$ cat src/rtl/ex_stage.sv
// ex_stage: execute stage of the 5-stage pipeline.
// Selects ALU operands, evaluates the ALU, resolves branches/jumps, registers
// the EX/MEM boundary and squashes the wrong-path slots after a redirect.
module ex_stage #(
    parameter int SQUASH_SLOTS = 2
) (
    input  logic        clk,
    input  logic        rst,
    input  logic        in_valid,
    input  logic        in_ctrl_regwrt,
    input  logic        in_ctrl_branch,
    input  logic        in_ctrl_btype,
    input  logic        in_ctrl_jump,
    input  logic        in_ctrl_memtoreg,
    input  logic        in_ctrl_memrd,
    input  logic        in_ctrl_memwrt,
    input  logic [2:0]  in_ctrl_aluop,
    input  logic        in_ctrl_alusrc1,
    input  logic        in_ctrl_alusrc0,
    input  logic [31:0] in_pc,
    input  logic [31:0] in_rs,
    input  logic [31:0] in_rt,
    input  logic [31:0] in_x,
    input  logic [5:0]  in_rd,
    output logic        out_valid,
    output logic        out_ctrl_regwrt,
    output logic        out_ctrl_memtoreg,
    output logic        out_ctrl_memrd,
    output logic        out_ctrl_memwrt,
    output logic [31:0] out_alu,
    output logic [31:0] out_rt,
    output logic [5:0]  out_rd,
    output logic        out_redirect,
    output logic [31:0] out_target
);

    localparam int DATA_W = 32;
    localparam logic [2:0] SLOTS_INIT = 3'(SQUASH_SLOTS);

    typedef enum logic {
        RUN    = 1'b0,
        SQUASH = 1'b1
    } state_t;

    // ALU evaluation; arithmetic wraps, compare is signed
    function automatic logic signed [DATA_W-1:0] alu_eval(
        input logic [2:0]               op,
        input logic signed [DATA_W-1:0] a,
        input logic signed [DATA_W-1:0] b
    );
        logic signed [DATA_W-1:0] r;
        unique case (op)
            3'b000:  r = a + b;
            3'b001:  r = a - b;
            3'b010:  r = a & b;
            3'b011:  r = a | b;
            3'b100:  r = a ^ b;
            3'b101:  r = b;
            3'b110:  r = (a < b) ? {{(DATA_W-1){1'b0}}, 1'b1} : '0;
            default: r = -a;
        endcase
        return r;
    endfunction

    state_t              state_q;
    logic [2:0]          cnt_q;
    logic                redirect_q;
    logic [DATA_W-1:0]   target_q;

    logic                valid_q;
    logic                regwrt_q;
    logic                memtoreg_q;
    logic                memrd_q;
    logic                memwrt_q;
    logic [DATA_W-1:0]   alu_q;
    logic [DATA_W-1:0]   rt_q;
    logic [5:0]          rd_q;

    logic                     v_d;
    logic signed [DATA_W-1:0] op_a;
    logic signed [DATA_W-1:0] op_b;
    logic signed [DATA_W-1:0] alu_d;
    logic                     flag_z;
    logic                     flag_n;
    logic                     br_taken;
    logic                     jmp_taken;
    logic                     redirect_d;
    logic [DATA_W-1:0]        target_d;

    // Operand select, ALU, flags and branch/jump resolution
    always_comb begin
        v_d        = in_valid && (state_q == RUN);
        op_a       = in_ctrl_alusrc1 ? $signed(in_pc) : $signed(in_rs);
        op_b       = in_ctrl_alusrc0 ? $signed(in_x)  : $signed(in_rt);
        alu_d      = alu_eval(in_ctrl_aluop, op_a, op_b);
        flag_z     = (alu_d == '0);
        flag_n     = alu_d[DATA_W-1];
        br_taken   = v_d && in_ctrl_branch && (in_ctrl_btype ? flag_n : flag_z);
        jmp_taken  = v_d && in_ctrl_jump;
        redirect_d = br_taken || jmp_taken;
        // Jump wins when both branch and jump are flagged
        target_d   = jmp_taken ? in_rs : (in_pc + in_x);
    end

    // EX/MEM boundary register: control gated by effective valid
    always_ff @(posedge clk) begin
        if (rst) begin
            valid_q    <= 1'b0;
            regwrt_q   <= 1'b0;
            memtoreg_q <= 1'b0;
            memrd_q    <= 1'b0;
            memwrt_q   <= 1'b0;
            alu_q      <= '0;
            rt_q       <= '0;
            rd_q       <= '0;
        end else begin
            valid_q    <= v_d;
            regwrt_q   <= in_ctrl_regwrt   & v_d;
            memtoreg_q <= in_ctrl_memtoreg & v_d;
            memrd_q    <= in_ctrl_memrd    & v_d;
            memwrt_q   <= in_ctrl_memwrt   & v_d;
            alu_q      <= alu_d;
            rt_q       <= in_rt;
            rd_q       <= in_rd;
        end
    end

    // Redirect/squash FSM with registered redirect pulse and target
    always_ff @(posedge clk) begin
        if (rst) begin
            state_q    <= RUN;
            cnt_q      <= '0;
            redirect_q <= 1'b0;
            target_q   <= '0;
        end else begin
            unique case (state_q)
                RUN: begin
                    if (redirect_d) begin
                        state_q    <= SQUASH;
                        cnt_q      <= SLOTS_INIT;
                        redirect_q <= 1'b1;
                        target_q   <= target_d;
                    end else begin
                        redirect_q <= 1'b0;
                    end
                end
                default: begin
                    // Slots are counted in cycles, independent of in_valid
                    redirect_q <= 1'b0;
                    cnt_q      <= cnt_q - 3'd1;
                    if (cnt_q == 3'd1) begin
                        state_q <= RUN;
                    end
                end
            endcase
        end
    end

    assign out_valid         = valid_q;
    assign out_ctrl_regwrt   = regwrt_q;
    assign out_ctrl_memtoreg = memtoreg_q;
    assign out_ctrl_memrd    = memrd_q;
    assign out_ctrl_memwrt   = memwrt_q;
    assign out_alu           = alu_q;
    assign out_rt            = rt_q;
    assign out_rd            = rd_q;
    assign out_redirect      = redirect_q;
    assign out_target        = target_q;

endmodule

$ cat config.mk
export PLATFORM = sky130hd
export DESIGN_NAME = ex_stage
export DESIGN_NICKNAME = d
export VERILOG_FILES = /design/src/rtl/ex_stage.sv
export SDC_FILE = /design/constraint.sdc
export NUM_CORES = 1
export LEC_CHECK = 0
export CORE_AREA = 2 2 232 234
export DETAILED_ROUTE_END_ITERATION = 12
export DIE_AREA = 0 0 234 236
export GPL_TIMING_DRIVEN = 0
export PLACE_DENSITY = 0.54
export SYNTH_ARGS = -nofsm -noshare
export SYNTH_HDL_FRONTEND = slang
export SYNTH_SLANG_ARGS = --single-unit
$ cat constraint.sdc
create_clock -name clk -period 8.2 [get_ports clk]
set_input_delay 1.64 -clock clk [delete_from_list [all_inputs] [get_ports clk]]
set_output_delay 1.64 -clock clk [all_outputs]
set_load 0.1 [all_outputs]
-- Yosys cells after proc, flatten, opt, wreduce, memory -nomap -nowiden
Cells that the tools add are included.
- bits in registers: 112
- output and inout port bits: 108
- word-level logic and storage cells: 54
- input port bits: 149
- bitwise operators: 8
- equality and inequality tests: 7
- add/sub/neg operators: 5
- muxes and demuxes: 11
- order comparisons: 1
- reductions and logical operators: 10
- operator list (operator ; number):
    one-hot mux 32 bit (7 select lines) ; 1
    2-to-1 mux 32 bit ; 3
    adder 32 bit ; 2
    AND 32 bit ; 1
    zero test 32 bit ; 1
    less-than comparator 32 bit ; 1
    negator 32 bit ; 1
    bitwise OR 32 bit ; 1
    subtractor 32 bit ; 1
    bitwise XOR 32 bit ; 1
    equality test 3 bit (second input constant) ; 3
    equality test 3 x 1 -> 1 bit (second input constant) ; 2
    equality test 3 x 2 -> 1 bit (second input constant) ; 2
    2-to-1 mux 3 bit ; 2
    2-to-1 mux 1 bit ; 5
    AND 1 bit ; 4
    logical AND 1 bit ; 4
    zero test 3 bit ; 1
    subtractor 3 x 1 -> 3 bit (second input constant) ; 1
    AND reduction 2 bit ; 1
    nonzero test 2 bit ; 1
    OR reduction 2 bit ; 1
    logical OR 1 bit ; 1
    NOT 1 bit ; 1

-- Logic depth before layout (Yosys ltp)
- depth after elaboration: 10
- gate-level depth with buffers: 22

-- Worst setup path before layout
Ideal clock, no wire load.
- path kind: input port to flip-flop
- start: input in_ctrl_alusrc0
- end: register target_q[15], in the netlist out_target[15]
- path buffers: 5
- library setup time: 0.134 ns
- required time: 8.066 ns
- slack: 1.418 ns
- stages on the path: 21
- arrival: 6.648 ns
- cell sequence: clkbuf_1 clkbuf_1 buf_2 mux2i_1 inv_1 ha_1 fa_1 a211oi_1 o211ai_1 a21boi_0 a221o_1 a221o_1 a2111oi_0 nand4_1 nor4_1 nand4_1 nor4_4 a21o_1 buf_2 buf_4 a211oi_1
- cells in the longest elaborated chain, start to end: 9
- RTL lines (what ; RTL line ; source):
    from (decl) ; 19 ; input logic in_ctrl_alusrc0,
    2-to-1 mux 32 bit * ; 94 ; op_b = in_ctrl_alusrc0 ? $signed(in_x) : $signed(in_rt);
    less-than comparator 32 bit ; 59 ; 3'b110: r = (a < b) ? {{(DATA_W-1){1'b0}}, 1'b1} : '0;
    2-to-1 mux 1 bit ; 59 ;
    one-hot mux 32 bit (7 select lines) * ; 52 ; unique case (op)
    zero test 32 bit ; 96 ; flag_z = (alu_d == '0);
    2-to-1 mux 1 bit * ; 98 ; br_taken = v_d && in_ctrl_branch && (in_ctrl_btype ? flag_n : flag_z);
    logical AND 1 bit * ; 98 ;
    logical OR 1 bit * ; 100 ; redirect_d = br_taken || jmp_taken;
    AND reduction 2 bit (no source line) * ; -- ;
    to (signal assigned) ; 142 ; target_q <= target_d;
    to (decl) ; 68 ; logic [DATA_W-1:0] target_q;
Mark *: on every way between the ends. The rest lies on a longest branch, timed or not.
A chain may end at the register's enable or synchronous reset.

-- Worst setup path after layout
- start: input in_ctrl_alusrc1
- end: register target_q[25], in the netlist out_target[25]
- cells in the longest elaborated chain, start to end: 9
- RTL lines (what ; RTL line ; source):
    from (decl) ; 18 ; input logic in_ctrl_alusrc1,
    2-to-1 mux 32 bit * ; 93 ; op_a = in_ctrl_alusrc1 ? $signed(in_pc) : $signed(in_rs);
    less-than comparator 32 bit ; 59 ;
    2-to-1 mux 1 bit ; 59 ;
    one-hot mux 32 bit (7 select lines) * ; 52 ;
    zero test 32 bit ; 96 ;
    2-to-1 mux 1 bit * ; 98 ;
    logical AND 1 bit * ; 98 ;
    logical OR 1 bit * ; 100 ;
    AND reduction 2 bit (no source line) * ; -- ;
Marks and branches as above.

==> results by group <==
Run status
  • Status: complete, no violations

Floorplan
  • Die area: 0.0552 mm2
  • Overall die width: 234 um
  • Ports: 257
  • Initial Utilization: 24.5%
  • Floorplan core area: 0.0531 mm2
  • Die Y-Extent: 236 um
  • Floorplan row count: 85

Synthesis
  • #FFs+latches synth: 112
  • Count of unique library cells instantiated by Yosys: 97
  • Synth top area share: 17.2%
  • Mapped cell area: 0.0130 mm2
  • Sequential element share of the synthesized area: 17.2%
  • Total number of yosys warnings: 0
  • Count of flip-flops with a built-in enable after synthesis: 0
  • Async set-reset flop share out of synthesis: 0%
  • Cell taking the most area after synthesis: sky130_fd_sc_hd__dfxtp_1
  • Syn_area_per_cell: 7.57 um2
  • Most instantiated flip-flop cell in the synthesis netlist: sky130_fd_sc_hd__dfxtp_1
  • Gate count after technology mapping: 1720
  • Ranking of synthesized cells by area: sky130_fd_sc_hd__dfxtp_1, sky130_fd_sc_hd__ha_1, sky130_fd_sc_hd__a211oi_1
  • Net count after synthesis: 2015

Finish
  • Top library cells by usage in the layout, fill and taps aside: sky130_fd_sc_hd__clkdlybuf4s50_1, sky130_fd_sc_hd__ha_1, sky130_fd_sc_hd__nor2_1
  • Layout-stage area growth over the synthesis result: 29.3%
  • Most common cell after layout, fill and taps aside: sky130_fd_sc_hd__clkdlybuf4s50_1
  • Antenna fix cells: 0
  • Number of nets in the finished design: 2282
  • Share of layout cells above drive strength 1: 5.63%
  • Multi-input gate area in the final layout: 0.00995 mm2
  • Fin util: 31.7%
  • Storage element area: 0.00224 mm2
  • Layout fillers: 5635

Min path
  • Hold depth: 1
  • Min-Delay Path Class: register to register

Worst setup path
  • Startpoint class of the critical path: input pin
  • Data arrival time at the worst-slack endpoint: 8.14 ns
  • Largest fanout on the critical path: 28
  • Critical Path RT: 8.44 ns
  • CP endpoint kind: register
  • R2R depth: 15
  • Class of the most critical setup path: input pin to register

Detailed routing
  • Post-route antenna net violation count: 0
  • Post-detailed-route DRC marker count: 0
  • Iteration-0 DRC Markers: 1229
  • First-pass iteration count of the detailed router: 6
  • Routed length per placed instance: 24.4 um
  • Final Routed Wirelength: 65500 um
  • Via count: 14.7k
  • Via count normalized by instance count: 5.46

Global routing
  • First-pass GRT wire length: 95300 um
  • GR Util All Layers: 23.2%
  • Initial antenna violation count: 1
  • Overflow after GRT: 0
  • Number of global-route vias before repair: 14.3k
  • Pin count of the biggest net entering global routing: 20

Place
  • Count of port buffers added during placement: 254
  • Global placer's final weighted congestion: 0.947
  • Estimated wirelength of the detail-placed design: 55000 um

Timing
  • Largest clock skew in the final design: 0.00762 ns
  • Final Hold Viols: 0
  • Top achievable clock speed: 127 MHz
  • Slew HR: 4.94%
  • Number of pins with negative max-slew slack in the final report: 0
  • Measured slew at the worst slew-check pin: 1.41 ns
  • Unrepaired setup endpoints after global routing: no
  • Post-layout min period: 7.90 ns
  • Worst hold slack: 0.495 ns
  • Final count of negative-setup-slack endpoints: 0
  • Portion of the clock cycle consumed by the worst path in the final layout: 96.4%

CTS
  • Clock-pin transition on the worst setup and hold timing paths: 0.07 ns
  • Cts hold-fix bufs: 0
  • TritonCTS clock tree: yes
  • TritonCTS buffer count: 9
  • Level count of the clock H-tree: 3
  • Clock insertion delay at the later pin of the skew report: 0.40 ns
  • Clock tree sinks: 112
  • Maximum clock insertion buffer count: 2
  • CTS root buffer: sky130_fd_sc_hd__clkbuf_16

Flow run
  • # Max-Cap Violations: 0

Power
  • P_leak: 0.00667 uW
  • Power density cells: 162 mW/mm2
  • Largest vdd supply drop: 85.5 uV
worst max-delay path, cell delays in order:
cell and delay [ns]:
sky130_fd_sc_hd__clkdlybuf4s50_1 0.60, sky130_fd_sc_hd__buf_4 0.27, sky130_fd_sc_hd__buf_6 0.32, sky130_fd_sc_hd__buf_4 0.29, sky130_fd_sc_hd__mux2i_1 0.41, sky130_fd_sc_hd__ha_1 0.18, sky130_fd_sc_hd__clkbuf_1 0.33, sky130_fd_sc_hd__nand4_1 0.32
sky130_fd_sc_hd__or4_1 0.52, sky130_fd_sc_hd__a211oi_2 0.49, sky130_fd_sc_hd__o31a_1 0.32, sky130_fd_sc_hd__nand3b_1 0.16, sky130_fd_sc_hd__a32oi_1 0.10, sky130_fd_sc_hd__a31o_1 0.34, sky130_fd_sc_hd__or4b_1 0.62, sky130_fd_sc_hd__nor4_4 0.28
sky130_fd_sc_hd__buf_4 0.23, sky130_fd_sc_hd__a21o_1 0.13, sky130_fd_sc_hd__buf_2 0.24, sky130_fd_sc_hd__buf_4 0.23, sky130_fd_sc_hd__a211oi_1 0.08
path summary, 6_finish.rpt:
check	start	endpoint	slack, ns
setup / recovery	in_ctrl_alusrc1	out_target[25]	0.30
hold / removal	cnt_q[1]	cnt_q[1]	0.50
setup reg to reg	state_q	out_target[25]	4.05
hold reg to reg	cnt_q[1]	cnt_q[1]	0.50
report_power, final:
part | internal, uW | switching [uW]
Clock | 241 | 249
Sequential | 595 | 24.7
Combinational | 506 | 1120
Total | 1340 | 1390
what timing repair did:
item,4_1_cts,5_1_grt
endpoints found under the setup margin,38,36
resized for setup,10,8
buffers inserted,3,2
pin swaps,1,1
endpoints found under the hold margin,0,0
Yosys cell counts, drive strengths merged, types with 5 or more instances:
master / instances
or4: 9
inv: 103
buf: 34
o21a: 17
dfxtp: 112
a21o: 27
nor4b: 5
a221oi: 15
xor2: 12
or2: 8
nand4: 18
a311oi: 9
a21oi: 124
a2111oi: 5
mux2: 17
o22ai: 24
nor3b: 7
ha: 143
o221a: 7
o311ai: 5
o31ai: 16
nor3: 49
a22oi: 12
o21bai: 11
o211ai: 16
o21ai: 104
o221ai: 11
a21boi: 5
or3: 17
nand2b: 26
nand2: 99
a41oi: 5
and2: 22
nor4: 24
nand3: 28
xnor2: 50
a211oi: 86
and3: 13
clkbuf: 81
a31oi: 17
mux2i: 58
o31a: 9
a221o: 11
nor2b: 62
nor2: 133
cell families after synthesis:
group,after synthesis,synth area share (%)
AOI/OAI and AO/OA,575,30.3
xor gates and xnor gates,62,4.17
adders and majority gates,146,14.2
buffers and inverters,219,6.78
DFF,112,17.2
muxes,75,5.99
and+or+nand+nor,531,21.3
registers in the layout, indices dropped and copies added, names as in the netlist:
register and cells:
out_ctrl_memwrt 1, out_target 32, out_rd 6, state_q 1
out_redirect 1, out_rt 32, out_valid 1, out_ctrl_memtoreg 1
out_ctrl_regwrt 1, out_ctrl_memrd 1, cnt_q 3, out_alu 32
cell type report:
type | instances | share of cell area (%)
multi-input cells | 1389 | 59.1
well taps | 696 | 5.17
repair buffers | 259 | 15.4
plain buffers | 112 | 2.90
clock buffers | 9 | 1.34
clock inverters | 6 | 0.446
flip-flops and latches | 112 | 13.3
inverters | 104 | 2.32
metal layers:
layer  GRT usage (%)  wire (um)  vias to the layer above  share of wire [%]
met5               0          0                        -                  0
met3            4.19       4780                      100                7.3
met1            30.6      28800                     7019                 44
li1                -          -                     6893                  -
met2            37.4      29700                      657                 45
met4            8.63       2210                        0                3.4
through the flow:
step	std cells	setup slack, ns	power [uW]	area [um2]	TNS, ns
2_1_floorplan	1720	1.42	1700	13000	0
3_3_place_gp	2670	-1.53	2210	16400	-54.90
3_5_place_dp	2670	-1.54	2210	16400	-55.04
4_1_cts	2687	0.0340	2720	16800	0
5_1_grt	2687	0.0201	2870	16800	0
6_report	2687	0.299	2740	16800	0
Power figures use the tool's default switching activity.
